## src/rtl/hk_pkg.sv

```systemverilog
// Shared keycodes, state encodings and helpers for the player input path.
package hk_pkg;

  localparam logic [7:0] KEY_A     = 8'h04;
  localparam logic [7:0] KEY_D     = 8'h07;
  localparam logic [7:0] KEY_SPACE = 8'h2C;
  localparam logic [7:0] KEY_J     = 8'h0D;
  localparam logic [7:0] KEY_L     = 8'h0F;

  typedef enum logic [1:0] {
    ST_IDLE     = 2'd0,
    ST_ATTACK   = 2'd1,
    ST_DASH     = 2'd2,
    ST_COOLDOWN = 2'd3
  } action_state_t;

  typedef enum logic [1:0] {
    MOVE_NONE  = 2'b00,
    MOVE_LEFT  = 2'b01,
    MOVE_RIGHT = 2'b10
  } move_dir_t;

  function automatic int unsigned max_u(input int unsigned a, input int unsigned b);
    return (a > b) ? a : b;
  endfunction

endpackage

```

## src/rtl/key_edge_det.sv

```systemverilog
// Remembers last frame's keycode and decodes per-key held/press strobes.
module key_edge_det
  import hk_pkg::*;
(
  input  logic       frame_clk,
  input  logic       Reset,
  input  logic [7:0] keycode,
  output logic       held_left_c,
  output logic       held_right_c,
  output logic       held_jump_c,
  output logic       press_jump_c,
  output logic       press_attack_c,
  output logic       press_dash_c
);

  logic [7:0] prev_key;

  // Previous-frame keycode register
  always_ff @(posedge frame_clk) begin
    if (Reset) prev_key <= 8'h00;
    else       prev_key <= keycode;
  end

  // Held = key present now; press = key present now but not last frame
  always_comb begin
    held_left_c    = (keycode == KEY_A);
    held_right_c   = (keycode == KEY_D);
    held_jump_c    = (keycode == KEY_SPACE);
    press_jump_c   = (keycode == KEY_SPACE) && (prev_key != KEY_SPACE);
    press_attack_c = (keycode == KEY_J)     && (prev_key != KEY_J);
    press_dash_c   = (keycode == KEY_L)     && (prev_key != KEY_L);
  end

endmodule

```

## src/rtl/player_input_ctrl.sv

```systemverilog
// Per-frame keycode to player command conversion: movement, buffered jump, timed attack/dash.
module player_input_ctrl
  import hk_pkg::*;
#(
  parameter int unsigned ATTACK_FRAMES = 6,
  parameter int unsigned DASH_FRAMES   = 8,
  parameter int unsigned COOLDOWN      = 10,
  parameter int unsigned JUMP_HOLD_MAX = 12,
  parameter int unsigned JUMP_BUF      = 4
) (
  input  logic       frame_clk,
  input  logic       Reset,
  input  logic [7:0] keycode,
  input  logic       on_ground,
  output logic [1:0] move_dir,
  output logic       facing,
  output logic       jump_start,
  output logic       jump_hold,
  output logic       attack_active,
  output logic       dash_active,
  output logic       busy
);

  localparam int unsigned ACT_MAX = max_u(max_u(ATTACK_FRAMES, DASH_FRAMES), COOLDOWN);
  localparam int unsigned ACT_W   = $clog2(ACT_MAX + 1);
  localparam int unsigned HOLD_W  = $clog2(JUMP_HOLD_MAX + 1);
  localparam int unsigned BUF_W   = $clog2(JUMP_BUF + 1);

  logic held_left_c, held_right_c, held_jump_c;
  logic press_jump_c, press_attack_c, press_dash_c;

  action_state_t     state;
  logic [ACT_W-1:0]  act_cnt;
  logic [HOLD_W-1:0] hold_cnt, hold_nxt_c;
  logic [BUF_W-1:0]  buf_cnt, buf_nxt_c;
  logic              launch_c;
  move_dir_t         dir_c;

  key_edge_det u_key_edge_det (
    .frame_clk      (frame_clk),
    .Reset          (Reset),
    .keycode        (keycode),
    .held_left_c    (held_left_c),
    .held_right_c   (held_right_c),
    .held_jump_c    (held_jump_c),
    .press_jump_c   (press_jump_c),
    .press_attack_c (press_attack_c),
    .press_dash_c   (press_dash_c)
  );

  // Requested horizontal direction from the held key
  always_comb begin
    dir_c = MOVE_NONE;
    if (held_left_c)       dir_c = MOVE_LEFT;
    else if (held_right_c) dir_c = MOVE_RIGHT;
  end

  // Action FSM; move_dir lives here because a dash overrides it
  always_ff @(posedge frame_clk) begin
    if (Reset) begin
      state         <= ST_IDLE;
      act_cnt       <= '0;
      attack_active <= 1'b0;
      dash_active   <= 1'b0;
      busy          <= 1'b0;
      move_dir      <= MOVE_NONE;
    end else begin
      move_dir <= dir_c;
      case (state)
        ST_IDLE: begin
          if (press_attack_c) begin
            state         <= ST_ATTACK;
            act_cnt       <= ACT_W'(ATTACK_FRAMES - 1);
            attack_active <= 1'b1;
            busy          <= 1'b1;
          end else if (press_dash_c) begin
            state       <= ST_DASH;
            act_cnt     <= ACT_W'(DASH_FRAMES - 1);
            dash_active <= 1'b1;
            busy        <= 1'b1;
            move_dir    <= MOVE_NONE;
          end
        end
        ST_ATTACK: begin
          if (act_cnt == '0) begin
            state         <= ST_COOLDOWN;
            act_cnt       <= ACT_W'(COOLDOWN - 1);
            attack_active <= 1'b0;
          end else begin
            act_cnt <= act_cnt - ACT_W'(1);
          end
        end
        ST_DASH: begin
          if (act_cnt == '0) begin
            state       <= ST_COOLDOWN;
            act_cnt     <= ACT_W'(COOLDOWN - 1);
            dash_active <= 1'b0;
          end else begin
            act_cnt  <= act_cnt - ACT_W'(1);
            move_dir <= MOVE_NONE;
          end
        end
        ST_COOLDOWN: begin
          if (act_cnt == '0) begin
            state <= ST_IDLE;
            busy  <= 1'b0;
          end else begin
            act_cnt <= act_cnt - ACT_W'(1);
          end
        end
        default: state <= ST_IDLE;
      endcase
    end
  end

  // Facing follows the last horizontal key
  always_ff @(posedge frame_clk) begin
    if (Reset)             facing <= 1'b1;
    else if (held_left_c)  facing <= 1'b0;
    else if (held_right_c) facing <= 1'b1;
  end

  // Jump launch decision plus next hold-window and buffer counts
  always_comb begin
    launch_c   = !jump_start && on_ground && (press_jump_c || (buf_cnt != '0));
    hold_nxt_c = hold_cnt;
    buf_nxt_c  = buf_cnt;
    if (launch_c)            hold_nxt_c = held_jump_c ? HOLD_W'(JUMP_HOLD_MAX) : '0;
    else if (!held_jump_c)   hold_nxt_c = '0;
    else if (hold_cnt != '0) hold_nxt_c = hold_cnt - HOLD_W'(1);
    if (launch_c)                       buf_nxt_c = '0;
    else if (press_jump_c && !on_ground) buf_nxt_c = BUF_W'(JUMP_BUF);
    else if (buf_cnt != '0)             buf_nxt_c = buf_cnt - BUF_W'(1);
  end

  // Jump registers
  always_ff @(posedge frame_clk) begin
    if (Reset) begin
      jump_start <= 1'b0;
      jump_hold  <= 1'b0;
      hold_cnt   <= '0;
      buf_cnt    <= '0;
    end else begin
      jump_start <= launch_c;
      jump_hold  <= held_jump_c && (hold_nxt_c != '0);
      hold_cnt   <= hold_nxt_c;
      buf_cnt    <= buf_nxt_c;
    end
  end

endmodule
```

## config.mk

```make
export PLATFORM = sky130hd
export DESIGN_NAME = player_input_ctrl
export DESIGN_NICKNAME = d
export VERILOG_FILES = /design/src/rtl/hk_pkg.sv /design/src/rtl/key_edge_det.sv /design/src/rtl/player_input_ctrl.sv
export SDC_FILE = /design/constraint.sdc
export NUM_CORES = 1
export LEC_CHECK = 0
export ABC_CLOCK_PERIOD_IN_PS = 1800
export BUFFER_PORTS_ARGS = -buffer_cell sky130_fd_sc_hd__buf_2
export CAP_MARGIN = 20
export CORE_MARGIN = 8
export CORE_UTILIZATION = 25
export CTS_BUF_LIST = sky130_fd_sc_hd__clkbuf_4 sky130_fd_sc_hd__clkbuf_8
export DETAILED_ROUTE_END_ITERATION = 8
export MAX_ROUTING_LAYER = met4
export REMOVE_ABC_BUFFERS = 1
export SYNTH_ARGS = -nofsm -noshare
export SYNTH_HDL_FRONTEND = slang
export SYNTH_SLANG_ARGS = --single-unit
export TNS_END_PERCENT = 50
```

## constraint.sdc

```tcl
create_clock -name frame_clk -period 1.8 [get_ports frame_clk]
set_clock_uncertainty 0.05 [all_clocks]
set_input_delay 0.36 -clock frame_clk [delete_from_list [all_inputs] [get_ports frame_clk]]
set_output_delay 0.36 -clock frame_clk [all_outputs]
set_load 0.1 [all_outputs]
```

==> results.md <==
Yosys:
- The combined area of all synthesized cells is 0.00145 mm2.
- The fraction of synthesized cell area in xor and xnor cells is 2.41%.
- Summing the areas of all compound-gate instances in the mapped netlist gives 19.5% of the synthesized area.
- Yosys mapped the design onto 42 distinct sky130hd cell types.
- Counting flops with a built-in enable in the synthesized netlist gives 0.
- Yosys printed 0 warnings.
- The portion of the post-synthesis area used by sequential elements is 40.0%.
- A synthesized cell averages 8.70 um2.
- The multiplexer share of the synthesized area is 0.689%.
- After Yosys synthesis, full adders, half adders and majority gates account for 8.61% of the synthesized area.
- The share of synthesized flip-flops with an asynchronous set or reset is 0%.
- The post-synthesis instance total is 167.
- By area, the combinational part of the netlist is dominated by simple AND/OR/NAND/NOR gates.
- The simple-gate portion of the synthesized area is 23.9%.
- In the synthesized netlist the dominant register cell turns out to be sky130_fd_sc_hd__dfxtp_1.
- The post-synthesis register bit count is 29.

GRT:
- The first global-routing pass estimated 5.65 mm of wire.
- The number of antenna violations at the first check in global routing is 0.
- After global routing the overflow that remains totals 0.
- The number of global-route vias before repair is 1268.
- The maximum number of pins on one net before global-route repair is 24.
- In the global route stage, overall resource usage came out at 8.30%.

STA:
- The number of setup violations in the final report is 0.
- The highest attainable clock frequency is 562 MHz.
- The number of pins exceeding their max-slew limit in the final report is 0.
- The smallest hold slack is 0.243 ns.
- The portion of the clock cycle consumed by the worst path in the final layout is 98.8%.
- Setup slack on the critical path of the routed design comes to 0.0219 ns.
- The tightest slew margin relative to the limit is 67.4%.
- The minimum clock period is 1.78 ns.
- Setup repair after global routing could not meet its margin everywhere.
- The total count of hold-check failures in the final report is 0.
- The slew at the pin closest to its max-slew limit is 0.493 ns.

CTS:
- The later-pin clock latency in the skew report is 0.28 ns.
- TritonCTS built the clock tree.
- Clock tree synthesis selected as its root buffer the cell sky130_fd_sc_hd__clkbuf_8.
- The clock tree synthesis step divided the H-tree into 2 levels.
- Hold repair after CTS inserted 0 buffers.
- The maximum clock insertion buffer count is 2.
- For this design, the sink count on the clock tree is 29.
- The total clock buffers created by CTS is 5.
- After clock tree synthesis, the clock-pin slew on the worst setup and hold paths is 0.07 ns.
- Post-CTS timing repair inserted 0 buffers for setup.

Critical path:
- The startpoint of the lowest-slack register-to-register path is u_key_edge_det.prev_key[4].
- At the worst endpoint, the required time is 1.94 ns.
- The data arrival time of the critical path is 1.92 ns.
- The element type at the critical path end is a flip-flop.
- The origin of the worst setup path is keycode[6].
- The largest driver fanout on the critical path is 4.
- The worst setup path is launched from an input pin.
- The class of the most critical setup path is input pin to flip-flop.

Routing:
- Dividing the detail-routed wire length by the instance count gives 11.9 um.
- After detailed routing, the total wire length is 3.31 mm.
- Summing over every cut layer, the via total after detailed routing is 1308.
- The remaining routing DRC violations is 0.
- The via-per-instance ratio is 4.69.
- The remaining antenna violation count is 0.
- The iteration count of the initial detailed-routing pass is 4.
- The detailed router's first-iteration violation count is 30.

Finish:
- The share of post-route cells with drive strength above 1 is 25.6%.
- The repair_antennas step left the layout with diodes totalling 0.
- The non-filler instance count after layout is 279.
- Once layout is complete, the utilization of the core stands at 34.6%.
- The net count of the finished layout is 227.
- The area growth from synthesis to layout is 32.9%.

Floorplanning:
- The vertical die dimension is 92.2 um.
- The die boundary width is 92.2 um.
- Row generation in the floorplan step produced 27 rows.
- Once the floorplan was initialized, standard cells occupied 26.1% of the core.
- The die outline area is 0.00851 mm2.
- The count of boundary I/O pins is 19.
- The area of the core region is 0.00557 mm2.

Min path:
- The source of the worst hold timing path is Reset.
- The worst hold-check path type is input pin to flip-flop.

Pwr:
- Power spread over the standard cell area amounts to 1260 mW/mm2.
- The worst supply voltage drop on vdd is 0.557 mV.
- The cell leakage power is 0.806 nW.

Run status:
- The flow ran to the end, and the final reports show no timing, DRC or antenna violations.

Placement:
- Timing analysis after detailed placement gives a worst setup slack of -0.297 ns.
- Once placement completed, the tool counted placed cells totaling 271.
- The number of buffer cells added on primary ports is 18.
- At the end of routability-driven placement, the weighted congestion stood at 0.774.
- Once detailed placement completed, the half-perimeter wirelength came to 2.51 mm.

Run:
- Max-cap violations in this run came to 0.
-- worst paths after layout --
check / slack, ns / cells after the start / endpoint
worst max-delay path: 0.02 / 5 / state[0]
worst max register to register: 0.09 / 6 / buf_cnt[2]
worst min register to register: 0.41 / 1 / facing
worst min-delay path: 0.24 / 2 / u_key_edge_det.prev_key[5]
-- registers in the layout (all words and copies together) (netlist names) --
name and count:
jump_start 1, buf_cnt 3, move_dir 2, state 2
jump_hold 1, act_cnt 4, dash_active 1, attack_active 1
hold_cnt 4, facing 1, busy 1, u_key_edge_det.prev_key 8
-- logic make-up (layout without fill, tap and decap cells) --
kind of cell | after synthesis | in the layout
AND/OR/NAND/NOR | 61 | 61
XOR/XNOR | 4 | 4
flip-flops | 29 | 29
buffers and inverters | 19 | 59
AO/OA/AOI/OAI | 43 | 43
multiplexers | 1 | 1
adder cells (fa/ha/maj) | 10 | 10
-- power by group --
part           switching, mW  internal, mW
Combinational          0.565         0.372
Clock                  0.256         0.450
Sequential            0.0760         0.724
-- placed cells by master (no fill, tap or decap), drive strengths merged, types with 2 or more instances in the layout --
master,count
o21ai,6
buf,36
a21o,2
dfxtp,29
inv,15
nand2,7
o211ai,2
clkbuf,6
nand4b,2
nand3,3
nand2b,4
xnor2,3
a211oi,4
nor3b,2
or3,2
ha,10
a22oi,2
a311oi,2
nor2,12
nor2b,10
nor4,2
or2,2
a21oi,16
nor3,7
or4,3
-- Yosys cell counts, types with 3 or more instances --
| library cell | number | area share, % |
|---|---|---|
| sky130_fd_sc_hd__xnor2_1 | 3 | 1.8 |
| sky130_fd_sc_hd__nor3_1 | 7 | 2.4 |
| sky130_fd_sc_hd__inv_1 | 15 | 3.9 |
| sky130_fd_sc_hd__o21ai_0 | 6 | 2.1 |
| sky130_fd_sc_hd__nand2_1 | 7 | 1.8 |
| sky130_fd_sc_hd__dfxtp_1 | 29 | 40 |
| sky130_fd_sc_hd__a211oi_1 | 4 | 2.1 |
| sky130_fd_sc_hd__nand2b_1 | 4 | 1.7 |
| sky130_fd_sc_hd__nor2b_1 | 10 | 4.3 |
| sky130_fd_sc_hd__clkbuf_1 | 4 | 1.0 |
| sky130_fd_sc_hd__or4_1 | 3 | 1.6 |
| sky130_fd_sc_hd__a21oi_1 | 16 | 5.5 |
| sky130_fd_sc_hd__ha_1 | 10 | 8.6 |
| sky130_fd_sc_hd__nor2_1 | 12 | 3.1 |
-- critical path: stages --
cell	delay (ns)
sky130_fd_sc_hd__buf_6	0.09
sky130_fd_sc_hd__or4b_4	0.53
sky130_fd_sc_hd__a2111o_1	0.44
sky130_fd_sc_hd__or2_1	0.25
sky130_fd_sc_hd__a311oi_1	0.24
-- through the flow --
step                      total power, mW  TNS [ns]  instance area, um2
after floorplan                      1.45    -0.336                1440
after global placement               1.72     -2.86                1750
after detailed placement             1.73     -3.09                1750
after global routing                 2.63   -0.0318                1930
after CTS                            2.45         0                1880
final                                2.44         0                1930
-- per-layer routing --
metal	track usage [%]	up-vias	share of wire (%)
met5	-	-	0
met3	3.50	2	4.2
li1	-	676	-
met2	12.6	19	46
met4	2.82	0	0.70
met1	9.58	611	49
-- cell type report --
class	count	area [um2]
fill	594	3640
inverter	15	56.3
multi-input combinational	119	846
sequential	29	581
clock inverter	2	37.5
clock buffer	6	82.6
tap	72	90.1
timing repair buffer	36	238
-- what timing repair did --
action,in CTS,in global routing
cloned,0,0
pin swaps,0,6
resized for setup,2,9
setup endpoints to repair,3,9
(Power assumes the default switching activity.)
